<file path="config.mk">
export PLATFORM = sky130hd
export DESIGN_NAME = moisture_sampler
export DESIGN_NICKNAME = d
export VERILOG_FILES = /design/src/rtl/moisture_sampler_pkg.sv /design/src/rtl/moisture_sampler_sec_period_counter.sv /design/src/rtl/moisture_sampler.sv
export SDC_FILE = /design/constraint.sdc
export NUM_CORES = 1
export LEC_CHECK = 0
export CORE_MARGIN = 2
export CORE_UTILIZATION = 55
export DETAILED_ROUTE_END_ITERATION = 10
export HOLD_SLACK_MARGIN = 0.1
export PLACE_DENSITY_LB_ADDON = 0.3
export SYNTH_ARGS = -nofsm -noshare
export SYNTH_HDL_FRONTEND = slang
export SYNTH_SLANG_ARGS = --single-unit
</file>
<file path="constraint.sdc">
create_clock -name clk -period 2.8 [get_ports clk]
set_clock_uncertainty 0.2 [all_clocks]
set_input_delay 0.7 -clock clk [delete_from_list [all_inputs] [get_ports clk]]
set_output_delay 0.7 -clock clk [all_outputs]
set_load 0.005 [all_outputs]
</file>
<file path="src/rtl/moisture_sampler_pkg.sv">
// rtl/moisture_sampler_pkg.sv - shared types and constants for the moisture sampler
//
// Purpose:
//   Burst FSM state encoding, the sample/m_sense data width and a
//   counter-width helper shared by the moisture sampler and its
//   seconds-period counter.
// Ports:
//   none (package)

package moisture_sampler_pkg;

  // Width of adc_data and m_sense.
  localparam int DATA_W = 7;

  // Burst FSM states: IDLE -> REQ -> WAIT -> (REQ | DONE) -> IDLE.
  typedef enum logic [1:0] {
    S_IDLE = 2'd0,
    S_REQ  = 2'd1,
    S_WAIT = 2'd2,
    S_DONE = 2'd3
  } state_t;

  // Bits needed to count 0..n-1. A modulo-1 counter still gets one bit
  // so that no vector ever collapses to zero width.
  function automatic int cnt_width(input int n);
    return (n > 1) ? $clog2(n) : 1;
  endfunction

endpackage

</file>
<file path="src/rtl/moisture_sampler_sec_period_counter.sv">
// rtl/moisture_sampler_sec_period_counter.sv - sec_tick-driven modulo counter issuing burst_go
//
// Purpose:
//   Counts seconds modulo PERIOD and marks the tick on which a new burst
//   should start (the tick taken while the count is zero). The counter
//   advances on every sec_tick whatever the burst FSM is doing, so the
//   burst cadence never drifts because of a slow ADC.
// Ports:
//   clk       in   system clock
//   rst       in   synchronous, active-high reset (count -> 0)
//   sec_tick  in   1-cycle pulse once per second
//   burst_go  out  combinational: sec_tick arrived while the count is 0

module sec_period_counter
  import moisture_sampler_pkg::*;
#(
  parameter int PERIOD = 10
) (
  input  logic clk,
  input  logic rst,
  input  logic sec_tick,
  output logic burst_go
);

  localparam int              CW   = cnt_width(PERIOD);
  localparam logic [CW-1:0]   LAST = CW'(PERIOD - 1);

  logic [CW-1:0] period_cnt;

  // The first tick after reset sees period_cnt == 0, so the first burst
  // starts immediately rather than one full period later.
  assign burst_go = sec_tick && (period_cnt == '0);

  always_ff @(posedge clk) begin
    if (rst) begin
      period_cnt <= '0;
    end else if (sec_tick) begin
      if (period_cnt == LAST) begin
        period_cnt <= '0;
      end else begin
        period_cnt <= period_cnt + CW'(1);
      end
    end
  end

endmodule

</file>
<file path="src/rtl/moisture_sampler.sv">
// rtl/moisture_sampler.sv - burst-averaging ADC sampler producing m_sense
//
// Purpose:
//   Every SAMPLE_PERIOD_S seconds runs a burst of 2^AVG_LOG2 ADC
//   conversions, averages them (truncating) and publishes the result on
//   m_sense with a one-cycle m_sense_valid strobe. A conversion that is
//   not answered within TIMEOUT_CYC cycles abandons the burst and raises
//   the sticky sensor_fault flag; the next successful burst clears it.
// Ports:
//   clk            in   32768 Hz system clock
//   rst            in   synchronous, active-high reset
//   sec_tick       in   1-cycle pulse once per second
//   adc_start      out  1-cycle conversion request
//   adc_done       in   1-cycle pulse, adc_data valid this cycle
//   adc_data       in   conversion result (DATA_W bits)
//   m_sense        out  averaged moisture, held between updates
//   m_sense_valid  out  1-cycle pulse when m_sense updates
//   sensor_fault   out  high after a timed-out burst until a good one

module moisture_sampler
  import moisture_sampler_pkg::*;
#(
  parameter int AVG_LOG2        = 2,
  parameter int SAMPLE_PERIOD_S = 10,
  parameter int TIMEOUT_CYC     = 255
) (
  input  logic              clk,
  input  logic              rst,
  input  logic              sec_tick,
  output logic              adc_start,
  input  logic              adc_done,
  input  logic [DATA_W-1:0] adc_data,
  output logic [DATA_W-1:0] m_sense,
  output logic              m_sense_valid,
  output logic              sensor_fault
);

  // The accumulator holds at most 2^AVG_LOG2 full-scale samples, so
  // DATA_W+AVG_LOG2 bits can never overflow.
  localparam int ACC_W = DATA_W + AVG_LOG2;
  localparam int SC_W  = AVG_LOG2 + 1;
  localparam int TO_W  = cnt_width(TIMEOUT_CYC + 1);

  localparam logic [SC_W-1:0] LAST_SAMPLE = SC_W'((1 << AVG_LOG2) - 1);
  localparam logic [TO_W-1:0] TO_LAST     = TO_W'(TIMEOUT_CYC - 1);

  state_t            state;
  state_t            state_n;
  logic              burst_go;
  logic [ACC_W-1:0]  acc;
  logic [SC_W-1:0]   sample_cnt;
  logic [TO_W-1:0]   timeout_cnt;
  logic              last_sample;
  logic              timed_out;

  sec_period_counter #(
    .PERIOD (SAMPLE_PERIOD_S)
  ) u_period (
    .clk      (clk),
    .rst      (rst),
    .sec_tick (sec_tick),
    .burst_go (burst_go)
  );

  // timeout_cnt is 0 in the first WAIT cycle, so reaching TO_LAST means
  // this is the TIMEOUT_CYC-th cycle spent waiting. A done in that same
  // cycle still counts as an answer.
  assign last_sample = (sample_cnt == LAST_SAMPLE);
  assign timed_out   = (state == S_WAIT) && !adc_done && (timeout_cnt == TO_LAST);

  // State register.
  always_ff @(posedge clk) begin
    if (rst) begin
      state <= S_IDLE;
    end else begin
      state <= state_n;
    end
  end

  // Next state and the Moore conversion request. burst_go is looked at
  // only in IDLE: a start that lands mid-burst is simply dropped.
  always_comb begin
    state_n   = state;
    adc_start = 1'b0;
    case (state)
      S_IDLE: begin
        if (burst_go) begin
          state_n = S_REQ;
        end
      end
      S_REQ: begin
        adc_start = 1'b1;
        state_n   = S_WAIT;
      end
      S_WAIT: begin
        if (adc_done) begin
          state_n = last_sample ? S_DONE : S_REQ;
        end else if (timed_out) begin
          state_n = S_IDLE;
        end
      end
      S_DONE: begin
        state_n = S_IDLE;
      end
      default: begin
        state_n = S_IDLE;
      end
    endcase
  end

  // Datapath: accumulator, sample and timeout counters, published outputs.
  // adc_done is only sampled in WAIT, which also rejects a done that
  // arrives in the same cycle as adc_start (state is REQ then).
  always_ff @(posedge clk) begin
    if (rst) begin
      acc           <= '0;
      sample_cnt    <= '0;
      timeout_cnt   <= '0;
      m_sense       <= {DATA_W{1'b1}};
      m_sense_valid <= 1'b0;
      sensor_fault  <= 1'b0;
    end else begin
      m_sense_valid <= 1'b0;
      case (state)
        S_REQ: begin
          timeout_cnt <= '0;
        end
        S_WAIT: begin
          if (adc_done) begin
            acc        <= acc + ACC_W'(adc_data);
            sample_cnt <= sample_cnt + SC_W'(1);
          end else if (timed_out) begin
            // Abandon the burst; m_sense keeps its last good value.
            sensor_fault <= 1'b1;
            acc          <= '0;
            sample_cnt   <= '0;
          end else begin
            timeout_cnt <= timeout_cnt + TO_W'(1);
          end
        end
        S_DONE: begin
          m_sense       <= acc[ACC_W-1:AVG_LOG2];
          m_sense_valid <= 1'b1;
          sensor_fault  <= 1'b0;
          acc           <= '0;
          sample_cnt    <= '0;
        end
        default: begin
        end
      endcase
    end
  end

endmodule

</file>
Word level (Yosys, flattened, before mapping)
Index checks and enable logic that the tools add are counted.
{"block": "word_totals", "ff_bits": 35, "out_inout_bits": 10}
{"block": "classes", "addsub": 4, "eq_ne": 11, "mux": 20, "reduce_logical": 12}
{"op": "$mux 9", "count": 2}
{"op": "$pmux 9 s2", "count": 1}
{"op": "$mux 8", "count": 2}
{"op": "$pmux 8 s2", "count": 1}
{"op": "$add 9x7->9", "count": 1}
{"op": "$add 8x1->8 const B", "count": 1}
{"op": "$eq 8x8->1 const B", "count": 1}
{"op": "$mux 2", "count": 4}
{"op": "$ne 2x2->1 const B", "count": 4}
{"op": "$pmux 2 s4", "count": 1}
{"op": "$mux 3", "count": 2}
{"op": "$pmux 3 s2", "count": 1}
{"op": "$reduce_and 3->1", "count": 2}
{"op": "$add 4x1->4 const B", "count": 1}
{"op": "$eq 2x2->1 const B", "count": 2}
{"op": "$eq 4x4->1 const B", "count": 1}
{"op": "$logic_not 4->1", "count": 1}
{"op": "$mux 1", "count": 4}
{"op": "$mux 4", "count": 1}
{"op": "$reduce_and 2->1", "count": 2}
{"op": "$reduce_bool 2->1", "count": 2}
{"op": "$add 3x1->3 const B", "count": 1}
{"op": "$eq 3x2->1 const B", "count": 1}
{"op": "$logic_and 1x1->1", "count": 3}
{"op": "other kinds (5)", "count": 5}

Depth between registers and ports, before layout
{"block": "depth", "depth_word": 6, "mapped_depth": 7, "depth_no_buf": 6}

Hierarchy
A second synthesis with hierarchy kept.
{"block": "hier_totals", "hier_cells": 201, "area_unflattened_um2": 1821.7}
{"mod": "moisture_sampler", "instances": 1, "cells_per_inst": 180, "area_per_inst_um2": 1635.3, "seq_area_each_um2": 620.6}
{"mod": "sec_period_counter", "instances": 1, "cells_per_inst": 21, "area_per_inst_um2": 186.4, "seq_area_each_um2": 80.1}

Least setup slack after synthesis
Ideal clock, no wire load.
{"block": "synth_timing", "kind": "input -> register", "from": "input adc_data[0]", "to": "register acc[6]", "arrival_ps": 2228, "slack_ps": 311, "stages": 6, "path_cell_list": "ha_1 fa_1 a211oi_1 o21bai_1 a2111o_1 nand3_1"}
{"block": "synth_via", "elab_chain_len": 3}
{"item": "from (decl)", "line_no": "moisture_sampler.sv:32", "rtl": "input logic [DATA_W-1:0] adc_data,"}
{"item": "$add 9x7->9", "line_no": "moisture_sampler.sv:130", "rtl": "acc <= acc + ACC_W'(adc_data);"}
{"item": "$mux 9", "line_no": "moisture_sampler.sv:129", "rtl": "if (adc_done) begin"}
{"item": "$pmux 9 s2", "line_no": "moisture_sampler.sv:124", "rtl": "case (state)"}
{"item": "to (signal assigned)", "line_no": "moisture_sampler.sv:130"}
{"item": "to (decl)", "line_no": "moisture_sampler.sv:50", "rtl": "logic [ACC_W-1:0] acc;"}
Every way passes these cells.
A chain may end at the register's enable or synchronous reset.

Final worst setup path
Ends and elaborated chain as after synthesis.

==> qor.csv <==
metric;value;unit
critPathLaunchType;input pin;
ys_types;43;
startpoint;adc_data[0];
swShare;25.9;%
post-dp-hpwl;3020;µm
root_buffer;clkbuf_4;
path_clk_slew;0.13;ns
grt_pass1_vias;1651;
fin_crit;2.60;ns
fin_crit_sh;92.8;%
dieArea;0.00388;mm²
synthSimpleGateAreaFrac;26.4;%
slew_headroom;60.0;%
cp_cell_sequence;clkdlybuf4s50_1 -> ha_1 -> fa_1 -> a211oi_1 -> buf_4 -> o21bai_1 -> a2111o_1 -> nand3_1;
vias;1721;
hp-class;flop to flop;
via_per_inst;5.72;
internal_power;761;µW
grt_first_pass_wirelength;7200;µm
final_common_cell;dfxtp_1;
synth-xor-area-share;1.87;%
drt-pass1-iter-count;4;
worstPathRequired;2.92;ns
grt-ovfl-total;0;
synth_compound_area_share;18.9;%
numPortBuffers;20;
p_seq_share;50.5;%
drive_gt1_share;10.6;%
cpMaxStageDelayCell;a2111o_1;
syn_inst;223;
design_power_total;1030;µW
die_y;62.3;µm
regToRegStartpoint;acc[0];
die_w;62.3;µm
post_cts_buffers;0;
setup_violations;0;
status;finished clean;
r2r_cells;7;
drt_iter0_markers;90;
p_sw;266;µW
io_pins;21;
p_clk_share;36.3;%
yosys-mux-area-fraction;3.28;%
synth_flop_cell;dfxtp_1;
synthAdderAreaFrac;8.43;%
antenna_found_initial;0;
hold_viol;0;
fp-row-count;21;
initial_core_util;56.5;%
crit_arrival;2.72;ns
regToRegEndpoint;acc[6];
worstSetupPathType;input pin to flop;
clock_sinks;35;
cts_tree;done;
ys_seq_area_share;37.5;%
coreArea;0.00331;mm²
cts_hold_buf;0;
syn_area_per_cell;8.39;µm²
dpl_cell_area;0.00219;mm²
peakVddDrop;0.447;mV
grt_usage;22.9;%
numCtsBuffers;5;
synth_nets;246;
synthToLayoutAreaGrowth;21.3;%
wl;4020;µm
max_freq;385;MHz
drtAntennaViolNets;0;
route.detailed.drc;0;
clock_latency;0.36;ns
endpoint;acc[6];
r2r_slack;0.63;ns
wl_per_cell;13.4;µm
place.gp.congestion;0.814;
crit_fanout;3;
endpoint_kind;flop;
synth_edf_count;0;
final-max-slew-violation-count;0;
rsz0062_at_grt;false;
finalNetCount;277;
design_area;0.00227;mm²
drv_cap;0;
grt_start_max_net_pins;17;
powerDensity;453;mW/mm²
cts_resized;0;
combPwrFrac;13.2;%
yosysWarnings;0;
cts_buffer_depth;2;
syn_area;0.00187;mm²
htreeDepth;2;
cp_slowest_stage_delay;0.43;ns
synth_top_family_by_area;simple AND/OR/NAND/NOR gates;
tightest_slew;0.593;ns
synthArstFlopShare;0;%
leakagePower;0.000918;µW
ys_ff_latch;35;
final_cell_mix;dfxtp_1 (35), nand2_1 (26), nand3_1 (21);
fin_util;68.5;%
antenna_cells;0;
==> final cells by class <==
class,instances,area (µm²)
inverters,8,30.0
clock inverters,3,43.8
multi-input cells,171,1100
clock buffers,5,37.5
flip-flops and latches,35,701
repair buffers,33,298
fillers,288,1040
well taps,46,57.6
==> worst min-delay path by stage <==
stage / to / start / slack, ns / cells past startpoint
final: acc[0] / acc[0] / 0.27 / 2
after global routing: acc[0] / acc[0] / 0.29 / 2
after CTS: acc[0] / acc[0] / 0.27 / 2
after detailed placement: acc[0] / acc[0] / 0.25 / 2
after floorplan: acc[0] / acc[0] / 0.24 / 2
after global placement: sample_cnt[1] / sample_cnt[1] / 0.24 / 2
==> registers in the layout (all words and copies together), names as in the netlist <==
name	cells
acc	9
m_sense	7
m_sense_valid	1
sample_cnt	3
sensor_fault	1
state	2
timeout_cnt	8
u_period.period_cnt	4
==> layer usage <==
metal  routed length, µm  global-route usage [%]  part of all wire (%)  up-vias
li1                    -                       -                     -      878
met4                  68                    9.17                   1.7        0
met1                1950                    30.7                    49      807
met5                   0                       0                     0        -
met3                 132                    4.35                   3.3        6
met2                1870                    36.5                    46       30
==> worst max-delay path, delay by kind of cell <==
family                     cells  cell delay, ns
AOI/OAI and AO/OA              3            0.76
adders and majority gates      2            0.62
buffers and inverters          2            0.56
and+or+nand+nor                1            0.08
==> power groups by stage <==
stage / Sequential [µW] / Combinational, µW / Clock [µW]
after global placement: 530 / 132 / 0
after floorplan: 530 / 78.7 / 0
final: 519 / 135 / 373
after global routing: 520 / 151 / 397
after CTS: 519 / 135 / 378
after detailed placement: 530 / 134 / 0
==> kinds of logic after synthesis <==
family                   Yosys count
flip-flops                        35
AO/OA/AOI/OAI                     56
multiplexers                       6
XOR/XNOR                           4
adder cells (fa/ha/maj)           12
buffers and inverters             17
AND/OR/NAND/NOR                   93
==> cells in the mapped netlist, types with 2 or more instances <==
master / number / area [µm²]
nor2_1: 11 / 41.3
ha_1: 11 / 138
a211oi_1: 3 / 22.5
a31oi_1: 2 / 12.5
or3_1: 6 / 37.5
clkbuf_1: 7 / 26.3
o21a_1: 4 / 30.0
and3_1: 4 / 25.0
mux2i_1: 5 / 50.1
nand4_1: 3 / 18.8
inv_1: 7 / 26.3
dfxtp_1: 35 / 701
o31ai_1: 3 / 22.5
xor2_1: 2 / 17.5
o211ai_1: 4 / 30.0
nor3b_1: 2 / 15.0
a21boi_0: 2 / 15.0
xnor2_1: 2 / 17.5
nand3_1: 21 / 105
nand2_1: 26 / 97.6
nor2b_1: 4 / 25.0
nor3_1: 6 / 30.0
a21oi_1: 20 / 100
or4_1: 3 / 22.5
o21ai_0: 9 / 45.0
a21o_1: 4 / 30.0
==> stage by stage <==
stage | worst slack, ns | hold slack (ns) | TNS, ns | std cells
after global routing | 0.0450 | 0.294 | 0 | 301
after detailed placement | -0.154 | 0.250 | -0.296 | 293
final | 0.202 | 0.271 | 0 | 301
after CTS | 0.210 | 0.268 | 0 | 301
after global placement | -0.120 | 0.243 | -0.203 | 293
after floorplan | 0.311 | 0.236 | 0 | 223
No activity file was read; power rests on OpenSTA's default activity.
